<file path="src/rtl/alu_pkg.sv">
// Shared definitions for the ALU arbiter: op codes, widths, FSM encoding and op legality.
package alu_pkg;

  localparam int unsigned ALU_WIDTH = 32;
  localparam int unsigned ALU_OPW   = 3;

  localparam logic [ALU_OPW-1:0] ALU_ADD = 3'b000;
  localparam logic [ALU_OPW-1:0] ALU_SUB = 3'b001;
  localparam logic [ALU_OPW-1:0] ALU_XOR = 3'b010;

  typedef enum logic [1:0] {
    ST_IDLE = 2'd0,
    ST_EXEC = 2'd1,
    ST_CAPT = 2'd2,
    ST_RESP = 2'd3
  } arb_state_e;

  // Codes 3'b011..3'b111 have no ALU function and are answered with an error.
  function automatic logic is_legal_op(input logic [ALU_OPW-1:0] op);
    return (op == ALU_ADD) || (op == ALU_SUB) || (op == ALU_XOR);
  endfunction

endpackage

</file>
<file path="src/rtl/rr_arbiter.sv">
// Combinational round-robin pick: first valid line at or after i_ptr, wrapping.
module rr_arbiter #(
  parameter int unsigned N  = 4,
  parameter int unsigned IW = (N > 1) ? $clog2(N) : 1
) (
  input  logic [N-1:0]  i_valid,
  input  logic [IW-1:0] i_ptr,
  output logic [N-1:0]  o_grant,
  output logic [IW-1:0] o_idx,
  output logic          o_any
);

  logic [IW:0] w_cand;
  logic        w_found;

  always_comb begin
    o_grant = '0;
    o_idx   = '0;
    w_found = 1'b0;
    w_cand  = '0;
    for (int unsigned k = 0; k < N; k++) begin
      w_cand = {1'b0, i_ptr} + (IW+1)'(k);
      if (w_cand >= (IW+1)'(N)) begin
        w_cand = w_cand - (IW+1)'(N);
      end
      if (!w_found && i_valid[w_cand[IW-1:0]]) begin
        w_found                 = 1'b1;
        o_idx                   = w_cand[IW-1:0];
        o_grant[w_cand[IW-1:0]] = 1'b1;
      end
    end
  end

  assign o_any = |i_valid;

endmodule

</file>
<file path="src/rtl/alu_arbiter.sv">
// Shares one registered ALU between NUM_REQ requesters: round-robin accept,
// drive the ALU, capture R/zero and hand the result back over valid/ready.
module alu_arbiter
  import alu_pkg::*;
#(
  parameter int unsigned NUM_REQ = 4,
  parameter int unsigned WIDTH   = ALU_WIDTH,
  parameter int unsigned OPW     = ALU_OPW
) (
  input  logic                     clk,
  input  logic                     reset,
  input  logic [NUM_REQ-1:0]       req_valid,
  output logic [NUM_REQ-1:0]       req_ready,
  input  logic [NUM_REQ*WIDTH-1:0] req_a,
  input  logic [NUM_REQ*WIDTH-1:0] req_b,
  input  logic [NUM_REQ*OPW-1:0]   req_op,
  output logic [NUM_REQ-1:0]       rsp_valid,
  input  logic [NUM_REQ-1:0]       rsp_ready,
  output logic [WIDTH-1:0]         rsp_result,
  output logic                     rsp_zero,
  output logic                     rsp_err,
  output logic                     busy,
  output logic [WIDTH-1:0]         alu_a,
  output logic [WIDTH-1:0]         alu_b,
  output logic [OPW-1:0]           alu_ctrl,
  input  logic [WIDTH-1:0]         alu_r,
  input  logic                     alu_zero
);

  localparam int unsigned IDXW = (NUM_REQ > 1) ? $clog2(NUM_REQ) : 1;

  arb_state_e          r_state;
  arb_state_e          w_next;
  logic [IDXW-1:0]     r_rr_ptr;
  logic [IDXW-1:0]     r_grant_idx;
  logic [NUM_REQ-1:0]  w_arb_grant;
  logic [IDXW-1:0]     w_arb_idx;
  logic                w_arb_any;
  logic [WIDTH-1:0]    w_sel_a;
  logic [WIDTH-1:0]    w_sel_b;
  logic [OPW-1:0]      w_sel_op;
  logic                w_legal;
  logic                w_accept;
  logic                w_consume;
  logic [WIDTH-1:0]    r_alu_a;
  logic [WIDTH-1:0]    r_alu_b;
  logic [OPW-1:0]      r_alu_ctrl;
  logic [NUM_REQ-1:0]  r_rsp_valid;
  logic [WIDTH-1:0]    r_rsp_result;
  logic                r_rsp_zero;
  logic                r_rsp_err;
  logic                r_busy;

  rr_arbiter #(
    .N  (NUM_REQ),
    .IW (IDXW)
  ) u_rr_arbiter (
    .i_valid (req_valid),
    .i_ptr   (r_rr_ptr),
    .o_grant (w_arb_grant),
    .o_idx   (w_arb_idx),
    .o_any   (w_arb_any)
  );

  // Payload mux for the requester the arbiter is picking this cycle.
  always_comb begin
    w_sel_a  = '0;
    w_sel_b  = '0;
    w_sel_op = '0;
    for (int unsigned i = 0; i < NUM_REQ; i++) begin
      if (w_arb_idx == IDXW'(i)) begin
        w_sel_a  = req_a[i*WIDTH +: WIDTH];
        w_sel_b  = req_b[i*WIDTH +: WIDTH];
        w_sel_op = req_op[i*OPW +: OPW];
      end
    end
  end

  assign w_legal = is_legal_op(ALU_OPW'(w_sel_op));

  always_ff @(posedge clk or negedge reset) begin
    if (!reset) begin
      r_state <= ST_IDLE;
    end else begin
      r_state <= w_next;
    end
  end

  always_comb begin
    w_next    = r_state;
    w_accept  = 1'b0;
    w_consume = 1'b0;
    case (r_state)
      ST_IDLE: begin
        if (w_arb_any) begin
          w_accept = 1'b1;
          w_next   = w_legal ? ST_EXEC : ST_RESP;
        end
      end
      ST_EXEC: w_next = ST_CAPT;
      ST_CAPT: w_next = ST_RESP;
      ST_RESP: begin
        if (rsp_ready[r_grant_idx]) begin
          w_consume = 1'b1;
          w_next    = ST_IDLE;
        end
      end
      default: w_next = ST_IDLE;
    endcase
  end

  // Accept pulse is combinational so the transfer completes in the IDLE cycle.
  assign req_ready = (w_accept && reset) ? w_arb_grant : '0;

  // ALU operand registers only load on legal ops, so an illegal op leaves them untouched.
  always_ff @(posedge clk or negedge reset) begin
    if (!reset) begin
      r_rr_ptr     <= '0;
      r_grant_idx  <= '0;
      r_alu_a      <= '0;
      r_alu_b      <= '0;
      r_alu_ctrl   <= '0;
      r_rsp_valid  <= '0;
      r_rsp_result <= '0;
      r_rsp_zero   <= 1'b0;
      r_rsp_err    <= 1'b0;
      r_busy       <= 1'b0;
    end else begin
      r_busy <= (w_next != ST_IDLE);
      if (w_accept) begin
        r_grant_idx <= w_arb_idx;
        if (w_legal) begin
          r_alu_a    <= w_sel_a;
          r_alu_b    <= w_sel_b;
          r_alu_ctrl <= w_sel_op;
        end else begin
          r_rsp_result <= '0;
          r_rsp_zero   <= 1'b1;
          r_rsp_err    <= 1'b1;
          r_rsp_valid  <= w_arb_grant;
        end
      end
      if (r_state == ST_CAPT) begin
        r_rsp_result <= alu_r;
        r_rsp_zero   <= alu_zero;
        r_rsp_err    <= 1'b0;
        r_rsp_valid  <= NUM_REQ'(1) << r_grant_idx;
      end
      if (w_consume) begin
        r_rsp_valid <= '0;
        r_rr_ptr    <= (r_grant_idx == IDXW'(NUM_REQ - 1)) ? '0 : r_grant_idx + IDXW'(1);
      end
    end
  end

  assign rsp_valid  = r_rsp_valid;
  assign rsp_result = r_rsp_result;
  assign rsp_zero   = r_rsp_zero;
  assign rsp_err    = r_rsp_err;
  assign busy       = r_busy;
  assign alu_a      = r_alu_a;
  assign alu_b      = r_alu_b;
  assign alu_ctrl   = r_alu_ctrl;

endmodule

</file>
<file path="config.mk">
export PLATFORM = sky130hd
export DESIGN_NAME = alu_arbiter
export DESIGN_NICKNAME = d
export VERILOG_FILES = /design/src/rtl/alu_pkg.sv /design/src/rtl/rr_arbiter.sv /design/src/rtl/alu_arbiter.sv
export SDC_FILE = /design/constraint.sdc
export NUM_CORES = 1
export LEC_CHECK = 0
export CAP_MARGIN = 10
export CORE_AREA = 4 4 162 164
export CTS_CLUSTER_DIAMETER = 150
export DETAILED_ROUTE_END_ITERATION = 8
export DIE_AREA = 0 0 166 168
export PLACE_DENSITY = 0.71
export SYNTH_ARGS = -nofsm -noshare
export SYNTH_HDL_FRONTEND = slang
export SYNTH_HIERARCHICAL = 1
export SYNTH_SLANG_ARGS = --single-unit
</file>
<file path="constraint.sdc">
create_clock -name clk -period 3.9 [get_ports clk]
set_input_delay 0.78 -clock clk [delete_from_list [all_inputs] [get_ports clk]]
set_output_delay 0.78 -clock clk [all_outputs]
set_load 0.03 [all_outputs]
</file>
Word level (Yosys, flattened, before mapping)

Cells that the tools add are included.
Widths: inputs -> output; s select.

Bitwise logic cells: 3
Shift-type cells: 1
Multiplexer cells: 66
Reductions and logical operators: 23
Add/sub/neg operators: 8
Equal/unequal tests: 11
Magnitude comparators: 13

Operators by type and width:

| cell                | count |
|---|---|
| $mux 32             | 11 |
| $mux 4              | 9 |
| $mux 2              | 12 |
| $mux 1              | 20 |
| $lt 2x3->1 const B  | 5 |
| $mux 3              | 4 |
| $or 4x4->4          | 3 |
| $bmux 1 s2          | 5 |
| $eq 2x2->1 const B  | 5 |
| $ge 3x3->1 const B  | 3 |
| $demux 1 s2         | 4 |
| $ge 2x1->1 const B  | 4 |
| $logic_and 1x1->1   | 8 |
| $pmux 2 s4          | 1 |
| $sub 2x1->2 const B | 4 |
| $add 2x2->3 const B | 2 |
| $reduce_and 2->1    | 3 |
| $eq 2x1->1 const B  | 2 |
| $logic_not 2->1     | 2 |
| $reduce_bool 2->1   | 2 |
| $reduce_or 4->1     | 1 |
| $shl 1x2->4 const A | 1 |
| $add 2x1->3 const B | 1 |
| $eq 3x1->1 const B  | 1 |
| other kinds (9)     | 12 |

Output and inout bits: 110
Bits of input ports: 311
Register bits: 112

Longest topological paths before layout

Gate-level depths: netlist of the first run.

Depth in word-level cells: 26
Depth in mapped cells: 15

Modules after synthesis

The synthesis of the first run kept the hierarchy.

Modules (own cells, without submodules):

| module      | cells an instance | area an instance (µm²) | instances | sequential area each (µm²) |
|---|---|---|---|---|
| alu_arbiter | 432               | 6167.2                 | 1         | 2802.7 |
| rr_arbiter  | 49                | 411.6                  | 1         | 0.0 |

Worst setup path before layout of the first run

Ideal clock, no wire load.

Kind: reg2reg
From: reg r_rr_ptr[0]
To: reg r_alu_a[13] (netlist: alu_a[13])
Clock period less this slack: 3761 ps
Cell stages (with the launch flop): 13
Required time: 3775 ps
Setup slack: 139 ps
Data arrival time: 3636 ps
Cell sequence: dfrtp_1 > buf_2 > inv_1 > ha_1 > mux4_2 > nor2b_1 > o21ai_0 > o31ai_1 > buf_6 > buf_4 > clkbuf_1 > mux4_2 > mux2_4

Longest elaborated chain between the ends: 23
Elaborated cells on any way between the ends: 54

RTL lines:

| what                                                 | RTL line           | RTL |
|---|---|---|
| from (decl)                                          | alu_arbiter.sv:34  | `logic [IDXW-1:0] r_rr_ptr;` |
| from (signal assigned)                               | alu_arbiter.sv:151 | `r_rr_ptr <= (r_grant_idx == IDXW'(NUM_REQ - 1)) ? '0 : r_grant_idx + IDXW'(1);` |
| branches (longest 13 deep; another with $add 2x1->3) | --                 |  |
| $mux 2 *                                             | rr_arbiter.sv:26   | `if (!w_found && i_valid[w_cand[IW-1:0]]) begin` |
| via w_arb_idx[0]                                     | alu_arbiter.sv:37  | `logic [IDXW-1:0] w_arb_idx;` |
| $logic_not 2->1                                      | alu_arbiter.sv:71  | `if (w_arb_idx == IDXW'(i)) begin` |
| $mux 3 (4 in series)                                 | alu_arbiter.sv:71  |  |
| $eq 3x1->1 / $logic_not 3->1 (equally long branches) | alu_pkg.sv:20      | `return (op == ALU_ADD) \|\| (op == ALU_SUB) \|\| (op == ALU_XOR);` |
| $logic_or 1x1->1 (2 in series)                       | alu_pkg.sv:20      |  |
| $reduce_and 2->1 (no source line)                    | --                 |  |
| to (signal assigned)                                 | alu_arbiter.sv:133 | `r_alu_a <= w_sel_a;` |
| to (decl)                                            | alu_arbiter.sv:45  | `logic [WIDTH-1:0] r_alu_a;` |

Mark *: on every way through the listed nets, which the timed path passes. The select of a mux whose other input is x is not followed.
A chain may end at the register's enable or synchronous reset.

Worst setup path after layout of the first run

From: in req_valid[0]
To: reg r_alu_b[18] (netlist: alu_b[18])

Longest elaborated chain between the ends: 21
Elaborated cells on any way between the ends: 42

RTL lines:

| what                                                 | RTL line           | RTL |
|---|---|---|
| from (decl)                                          | alu_arbiter.sv:12  | `input logic [NUM_REQ-1:0] req_valid,` |
| $bmux 1 s2                                           | rr_arbiter.sv:26   |  |
| $mux 1 (not written as such)                         | rr_arbiter.sv:26   |  |
| $mux 1                                               | rr_arbiter.sv:26   |  |
| $logic_not 1->1                                      | rr_arbiter.sv:26   |  |
| $logic_and 1x1->1                                    | rr_arbiter.sv:26   |  |
| $mux 1                                               | rr_arbiter.sv:26   |  |
| $logic_not 1->1                                      | rr_arbiter.sv:26   |  |
| $logic_and 1x1->1                                    | rr_arbiter.sv:26   |  |
| [... 2 more ...]                                     | --                 |  |
| $logic_and 1x1->1                                    | rr_arbiter.sv:26   |  |
| $mux 2 *                                             | rr_arbiter.sv:26   |  |
| via w_arb_idx[0]                                     | alu_arbiter.sv:37  |  |
| $logic_not 2->1                                      | alu_arbiter.sv:71  |  |
| $mux 3 (4 in series)                                 | alu_arbiter.sv:71  |  |
| $eq 3x1->1 / $logic_not 3->1 (equally long branches) | alu_pkg.sv:20      |  |
| $logic_or 1x1->1 (2 in series)                       | alu_pkg.sv:20      |  |
| $reduce_and 2->1 (no source line)                    | --                 |  |
| to (signal assigned)                                 | alu_arbiter.sv:134 | `r_alu_b <= w_sel_b;` |
| to (decl)                                            | alu_arbiter.sv:46  | `logic [WIDTH-1:0] r_alu_b;` |

Mark *: on every way through the listed nets, which the timed path passes. The rest lies on a longest branch. The select of a mux whose other input is x is not followed.

==> Implementation_results.wiki, run 1 <==
{| class="wikitable"
! Metric !! Value
|-
| Run status || complete, no violations
|-
| Share of the yosys chip area belonging to registers || 42.6%
|-
| Cell types with the highest counts after synthesis || sky130_fd_sc_hd__dfrtp_1 (112), sky130_fd_sc_hd__mux4_2 (72), sky130_fd_sc_hd__nand2_1 (67), sky130_fd_sc_hd__mux2_2 (39), sky130_fd_sc_hd__o21ai_0 (35)
|-
| Number of buffers on the longest clock path || 2
|-
| Worst setup SP type || input pin
|-
| Ports || between 400 and 500
|-
| Unique cell type count in the Yosys netlist || 39
|-
| Compound-gate portion of the synthesized area || under 10%
|-
| Total number of vias || just under 6,000
|-
| Antenna violations before repair || 1
|-
| Post-route DRC violation count || 0
|-
| Source-to-sink clock delay at the later pin of the worst-skew pair || about 0.35 ns
|-
| Final hold slack || ~0.33 ns
|-
| Post-layout minimum cycle time || between 3 and 4 ns
|-
| Cell total after placement || approximately 1,200
|-
| Total nets after synthesis || between 800 and 900
|-
| Simple logic cell fraction of the synthesized area || approximately 7.0%
|-
| Die Footprint || approximately 28,000 sq um
|-
| Total CTS buffers || 9
|-
| Synthesis-stage register bit count || 112
|-
| Final total negative setup slack || 0 ns
|-
| Post-synthesis xor/xnor area fraction || 0%
|-
| Fill cells || ~2,300
|-
| Number of global-route vias before repair || around 6,100
|-
| Synthesized area per cell || 13.7 sq um
|-
| Max cap viols || 0
|-
| Maximum number of pins on one net before global-route repair || 54
|-
| Cell taking the most area after synthesis || sky130_fd_sc_hd__dfrtp_1
|-
| Peak supply drop || between 700 and 800 uV
|-
| Instance area at placement || between 10,000 and 15,000 sq um
|-
| Top achievable clock speed || approximately 270 MHz
|-
| Adder-Cell Fraction of Synth Area || 1.71%
|-
| Final WL || ~26 mm
|-
| Violation count after the first detailed-route iteration || between 200 and 300
|-
| Cell with the most instances after synthesis || sky130_fd_sc_hd__dfrtp_1
|-
| Chip Width || between 150 and 200 um
|-
| Reg clk slew, reported paths || around 0.080 ns
|-
| Starting density of the core || about a quarter
|-
| Element type at the critical path end || register
|-
| Number of endpoints with negative hold slack in the final report || 0
|-
| Worst slack at placement || -0.303 ns
|-
| # clock sinks || between 100 and 150
|-
| Post-DRT Antenna Nets || 0
|-
| Leading post-synthesis cells by cell area || sky130_fd_sc_hd__dfrtp_1 (43%), sky130_fd_sc_hd__mux4_2 (25%), sky130_fd_sc_hd__mux2_2 (6.7%), sky130_fd_sc_hd__mux2_4 (6.6%), sky130_fd_sc_hd__nand2_1 (3.8%)
|-
| CP Data Required Time || about 4.1 ns
|-
| Cell area power density || around 860 nW/um^2
|-
| Final weighted congestion in routability-driven placement || 0.901
|-
| Worst hold path type || in2async
|-
| PnR Total Power || around 10 mW
|-
| Final Worst Setup Slack || 0.131 ns
|-
| Number of flops mapped to enable cells by yosys || 0
|-
| Fraction of final layout cells sized beyond drive strength 1 || between 20% and 30%
|-
| Critical path peak fanout || 33
|-
| Leakage power || between 4 and 5 nW
|-
| Post-route cell area || roughly 12,000 sq um
|-
| Total iterations of the first detailed-routing run || 4
|-
| Count of standard-cell rows || 58
|-
| Multiplexer share of the synthesized area || approximately two fifths
|-
| Headroom to the max-slew limit || 33.0%
|-
| Number of nets in the finished design || around 1,200
|-
| Async set or reset register ratio after synthesis || between 90% and 100%
|-
| Global router's overall resource usage || between 10% and 20%
|-
| Sequential cell area || around 2800 sq um
|-
| Most used flip-flop cell after synthesis || sky130_fd_sc_hd__dfrtp_1
|-
| Die Y-Extent || about 170 um
|-
| Worst path arrival time || 4.01 ns
|-
| Fraction of the cycle the final worst path needs || about 97%
|-
| Estimated wirelength of the detail-placed design || between 20 and 25 mm
|-
| Fin Clk Skew || 0.0102 ns
|-
| DR WL/cell || about 21 um
|-
| Sum of overflow across all layers after global routing || 0
|-
| Final setup fails || 0
|-
| Area of the multi-input gates || ~3500 sq um
|-
| Final design utilization || 46.7%
|-
| Via-per-instance ratio || between 4 and 5
|-
| Number of cells produced by synthesis || approximately 480
|-
| Non-Filler Instances || ~1,200
|-
| Floorplan core area || between 20,000 and 25,000 sq um
|-
| Setup repair after global routing missed its margin || false
|-
| Synthesis-to-finish area growth || 76.7%
|-
| Total of warnings raised by yosys || 6
|-
| Number of port buffers || 420
|-
| Critical Setup Path Class || in2reg
|-
| Global-route wire length before repair || 38.5 mm
|-
| Slew of the pin with the lowest slew margin || 1.00 ns
|-
| Number of max-slew violations in the final report || 0
|-
| Clock tree from TritonCTS || yes
|-
| H-Tree Level Count || 3
|-
| Clock Root Buffer || sky130_fd_sc_hd__clkbuf_16
|-
| Cell area after synthesis || roughly 6600 sq um
|-
| Largest family of logic cells by synthesized area || multiplexers
|-
| Area share of the largest cell type after synthesis || about 43%
|}
==> cell families (layout without fill, tap and decap cells) <==
kind of cell | Yosys count | count (layout)
flops | 112 | 112
simple gates | 102 | 102
mux | 141 | 141
compound gates | 70 | 70
other cells | 0 | 2
fa+ha+maj | 9 | 9
buf+inv | 47 | 476
==> flip-flops by register name, indices dropped and copies added, names as in the netlist <==
| register | count |
|---|---|
| r_state | 2 |
| alu_ctrl | 3 |
| rsp_zero | 1 |
| busy | 1 |
| r_grant_idx | 2 |
| r_rr_ptr | 2 |
| rsp_valid | 4 |
| alu_b | 32 |
| rsp_result | 32 |
| alu_a | 32 |
| rsp_err | 1 |
==> final timing paths <==
| check | to | slack (ns) | from | depth (start not counted) |
|---|---|---|---|---|
| min in group clk | rsp_err | 0.48 | rsp_err | 1 |
| min reg2reg | rsp_err | 0.48 | rsp_err | 1 |
| max | alu_b[18] | 0.13 | req_valid[0] | 11 |
| max in group asynchronous | rsp_result[7] | 2.50 | reset | 2 |
| min | alu_a[9] | 0.33 | reset | 1 |
| max reg2reg | alu_b[18] | 0.40 | r_rr_ptr[1] | 13 |
==> layout by cell type, fill, tap and decap left out, types with 2 or more instances in the layout <==
cell type,Yosys,layout
sky130_fd_sc_hd__ha_1,9,9
sky130_fd_sc_hd__and3_1,5,5
sky130_fd_sc_hd__mux2_2,39,39
sky130_fd_sc_hd__a31oi_1,3,3
sky130_fd_sc_hd__buf_6,1,2
sky130_fd_sc_hd__a21o_1,3,3
sky130_fd_sc_hd__nand2b_1,2,2
sky130_fd_sc_hd__nand3_1,7,7
sky130_fd_sc_hd__clkbuf_16,0,9
sky130_fd_sc_hd__dfrtp_1,112,112
sky130_fd_sc_hd__buf_12,4,4
sky130_fd_sc_hd__o21ai_0,35,33
sky130_fd_sc_hd__mux2_4,29,29
sky130_fd_sc_hd__nand2_1,67,67
sky130_fd_sc_hd__clkdlybuf4s50_1,0,414
sky130_fd_sc_hd__inv_1,7,7
sky130_fd_sc_hd__a21oi_1,2,2
sky130_fd_sc_hd__diode_2,0,2
sky130_fd_sc_hd__nor2_1,9,9
sky130_fd_sc_hd__buf_4,5,32
sky130_fd_sc_hd__nor2b_1,5,4
sky130_fd_sc_hd__inv_8,0,2
sky130_fd_sc_hd__a211oi_1,2,2
sky130_fd_sc_hd__bufinv_16,0,2
sky130_fd_sc_hd__mux4_2,72,72
sky130_fd_sc_hd__a22oi_1,11,11
sky130_fd_sc_hd__o21ai_1,7,8
==> layout make-up <==
type / instances / share of cell area [%]
repair buffers: 453 / 38.7
multi-input cells: 322 / 30.5
flip-flops and latches: 112 / 24.1
well taps: 330 / 3.55
clock buffers: 10 / 2.06
clock inverters: 6 / 0.850
inverters: 7 / 0.226
diodes: 2 / 0.0431
==> report_power, final <==
group / switching [mW] / total [mW] / internal, mW
clock network: 0.470 / 1.06 / 0.594
registers: 0.345 / 2.07 / 1.73
logic: 3.37 / 6.89 / 3.52
total: 4.19 / 10.0 / 5.84
==> metal layers <==
layer | track usage, % | vias to the layer above | share of wire (%)
li1 | - | 2666 | -
met3 | 4.27 | 27 | 6.5
met4 | 4.99 | 0 | 2.0
met5 | 0 | - | 0
met2 | 30.0 | 244 | 50
met1 | 23.0 | 2955 | 41
==> worst max-delay path: stages <==
cell and delay, ns:
sky130_fd_sc_hd__clkdlybuf4s50_1 0.47, sky130_fd_sc_hd__mux4_2 0.54, sky130_fd_sc_hd__nor2b_1 0.17, sky130_fd_sc_hd__nor2_1 0.08, sky130_fd_sc_hd__o31ai_4 0.21, sky130_fd_sc_hd__buf_4 0.19, sky130_fd_sc_hd__mux4_2 0.53, sky130_fd_sc_hd__a21oi_2 0.18
sky130_fd_sc_hd__and2_4 0.21, sky130_fd_sc_hd__buf_12 0.23, sky130_fd_sc_hd__mux2_2 0.36
==> repair_timing <==
| action | 4_1_cts | 5_1_grt |
|---|---|---|
| hold buffers | 0 | 0 |
| resized for setup | 0 | 6 |
| endpoints found under the hold margin | 0 | 0 |
| setup endpoints to repair | 0 | 63 |
| setup buffers | 0 | 3 |
Note: power is estimated with default switching activity, not from simulation.
==> run 2, diff against run 1 <==
--- a/config.mk
+++ b/config.mk
@@ -5,6 +5,7 @@
 export SDC_FILE = /design/constraint.sdc
 export NUM_CORES = 1
 export LEC_CHECK = 0
+export ABC_CLOCK_PERIOD_IN_PS = 3450
 export CAP_MARGIN = 10
 export CORE_AREA = 4 4 162 164
 export CTS_CLUSTER_DIAMETER = 150
==> constraint.sdc (replaced) <==
create_clock -name clk -period 3.45 [get_ports clk]
set_input_delay 0.69 -clock clk [delete_from_list [all_inputs] [get_ports clk]]
set_output_delay 0.69 -clock clk [all_outputs]
set_load 0.03 [all_outputs]
==> Implementation_results.wiki, run 2 (synthesis gave the netlist of run 1 again) <==
{| class="wikitable"
! Metric !! Value
|-
| Run status || complete, no violations
|-
| Total iterations of the first detailed-routing run || 4
|-
| Internal power of the cells || between 6 and 7 mW
|-
| Number of endpoints with negative hold slack in the final report || 0
|-
| DR WL/cell || a little over 20 um
|-
| Worst slack at placement || -0.531 ns
|-
| Reg clk slew, reported paths || 0.07 ns
|-
| H-Tree Level Count || 3
|-
| Estimated wirelength of the detail-placed design || between 20 and 25 mm
|-
| Chip Width || roughly 170 um
|-
| Wl on met1 || between 10 and 15 mm
|-
| Non-Filler Instances || ~1,300
|-
| Headroom to the max-slew limit || a little over two fifths
|-
| Floorplan core area || about 25,000 sq um
|-
| Clock Root Buffer || sky130_fd_sc_hd__clkbuf_16
|-
| Final weighted congestion in routability-driven placement || approximately 0.86
|-
| Element type at the critical path end || register
|-
| Critical Setup Path Class || in2reg
|-
| Peak supply drop || a little under 900 uV
|-
| Antenna violations before repair || 0
|-
| Cell area power density || 984 nW/um^2
|-
| Worst hold path type || in2async
|-
| Fraction of the cycle the final worst path needs || a little over nine tenths
|-
| Switching power summed over all nets || approximately 5 mW
|-
| Final WL || roughly 26 mm
|-
| Count of standard-cell rows || 58
|-
| Number of nets in the finished design || roughly 1,200
|-
| Leakage power || 4.68 nW
|-
| Fin Clk Skew || roughly 0.0087 ns
|-
| Critical path peak fanout || 5
|-
| Starting density of the core || about a quarter
|-
| # clock sinks || 112
|-
| Global-route wire length before repair || between 30 and 40 mm
|-
| Number of max-slew violations in the final report || 0
|-
| Most used cells in the layout excluding fill and tap cells || sky130_fd_sc_hd__clkdlybuf4s50_1 (411), sky130_fd_sc_hd__dfrtp_1 (110), sky130_fd_sc_hd__mux4_2 (72)
|-
| Final setup fails || 0
|-
| PnR Total Power || about 12 mW
|-
| Fraction of final layout cells sized beyond drive strength 1 || 24.7%
|-
| Number of port buffers || 420
|-
| Source-to-sink clock delay at the later pin of the worst-skew pair || ~0.35 ns
|-
| Highest metal layer with signal wires || met4
|-
| Cell total after placement || 1,229
|-
| Via-per-instance ratio || ~4.7
|-
| Met2 Routed Length || 13.2 mm
|-
| Worst path arrival time || between 3 and 4 ns
|-
| Ports || between 400 and 500
|-
| Number of buffers on the longest clock path || 2
|-
| Metal3 WL || approximately 1.9 mm
|-
| Combinational share of power || a little over two thirds
|-
| Maximum number of pins on one net before global-route repair || between 50 and 60
|-
| Number of global-route vias before repair || between 6,000 and 7,000
|-
| Clock tree from TritonCTS || yes
|-
| Post-route DRC violation count || 0
|-
| Total number of vias || 5,931
|-
| Fraction of power consumed by the clock network || 9.3%
|-
| Worst Reg-to-Reg Cells || 12
|-
| Final Worst Setup Slack || about 0.082 ns
|-
| Flop pwr share || 20.2%
|-
| Antenna fix cells || 0
|-
| Synthesis-to-finish area growth || 80.0%
|-
| Global router's overall resource usage || around 18%
|-
| Post-layout minimum cycle time || between 3 and 4 ns
|-
| Switching share of power || ~42%
|-
| CP Data Required Time || around 3.7 ns
|-
| Max cap viols || 0
|-
| Post-DRT Antenna Nets || 0
|-
| Commonest non-fill, non-tap cell in the layout || sky130_fd_sc_hd__clkdlybuf4s50_1
|-
| Top achievable clock speed || ~300 MHz
|-
| Sum of overflow across all layers after global routing || 0
|-
| Total CTS buffers || 9
|-
| Die Y-Extent || approximately 170 um
|-
| Worst setup SP type || input pin
|-
| Die Footprint || between 20,000 and 30,000 sq um
|-
| Violation count after the first detailed-route iteration || ~320
|-
| Slew of the pin with the lowest slew margin || between 0.8 and 0.9 ns
|}
run 2: cell count changes in the layout (fill, tap and decap cells not counted), moves of 3 or more:
cell | previous run | this run
sky130_fd_sc_hd__and3_1 | 5 | 2
sky130_fd_sc_hd__and3_4 | 0 | 3
sky130_fd_sc_hd__buf_4 | 32 | 35
sky130_fd_sc_hd__buf_6 | 2 | 5
sky130_fd_sc_hd__buf_12 | 4 | 11
sky130_fd_sc_hd__clkdlybuf4s50_1 | 414 | 411
run 2: worst max-delay path, cell delays in order:
cell	delay (ns)
sky130_fd_sc_hd__dlygate4sd2_1	0.27
sky130_fd_sc_hd__buf_4	0.15
sky130_fd_sc_hd__mux4_2	0.47
sky130_fd_sc_hd__buf_4	0.14
sky130_fd_sc_hd__nor4b_4	0.13
sky130_fd_sc_hd__buf_4	0.14
sky130_fd_sc_hd__a22o_4	0.27
sky130_fd_sc_hd__mux4_2	0.34
sky130_fd_sc_hd__a21oi_4	0.17
sky130_fd_sc_hd__and2_4	0.23
sky130_fd_sc_hd__buf_6	0.13
sky130_fd_sc_hd__buf_6	0.12
sky130_fd_sc_hd__mux2_2	0.33
run 2: area by class of cell:
cell class                 instances  area (sq um)
clock buffer                      10           239
clock inverter                     5          66.3
fill                            2259         13100
inverter                           7          26.3
multi-input combinational        323          3600
sequential                       112          2810
tap                              330           413
timing repair buffer             466          4690
run 2: path summary, 6_finish.rpt:
kind                                    from    endpoint  slack, ns
worst min register to register       rsp_err     rsp_err       0.48
max in group asynchronous              reset    alu_b[9]       2.33
worst min-delay path                   reset  r_state[0]       0.17
worst max-delay path            req_valid[0]   alu_b[10]       0.08
worst max register to register   r_rr_ptr[1]   alu_b[10]       0.13
min in group clk                     rsp_err     rsp_err       0.48
run 2: power groups by stage:
stage               registers, mW  clock network, mW  logic, mW
floorplan                    3.48                  0       3.95
global placement             2.38                  0       8.03
detailed placement           2.38                  0       8.09
CTS                          2.37               1.13       8.24
global route                 2.45               1.18       8.74
finish                       2.36               1.08       8.22
run 2: stage by stage:
stage | utilization (%) | TNS (ns) | hold slack [ns] | instance area, sq um
after CTS | 47.4 | 0 | 0.142 | 11800
after floorplan | - | 0 | 0.394 | 6620
after global placement | 45.8 | -37.83 | 0.459 | 11400
final | 47.6 | 0 | 0.171 | 11800
after detailed placement | 45.8 | -44.70 | 0.466 | 11400
after global routing | 47.6 | -0.0154 | 0.149 | 11800
run 2: repair_timing:
action	CTS	global route
gates cloned	2	0
hold buffers	0	0
setup buffers	5	4
gates resized for setup	9	18
pin swaps	5	7
endpoints found under the hold margin	0	0
setup endpoints to repair	72	70
run 2: routing by layer:
layer | vias up | track usage (%)
met5 | - | 0
met4 | 0 | 3.48
met3 | 23 | 5.82
met2 | 258 | 31.0
met1 | 2955 | 22.2
li1 | 2695 | -
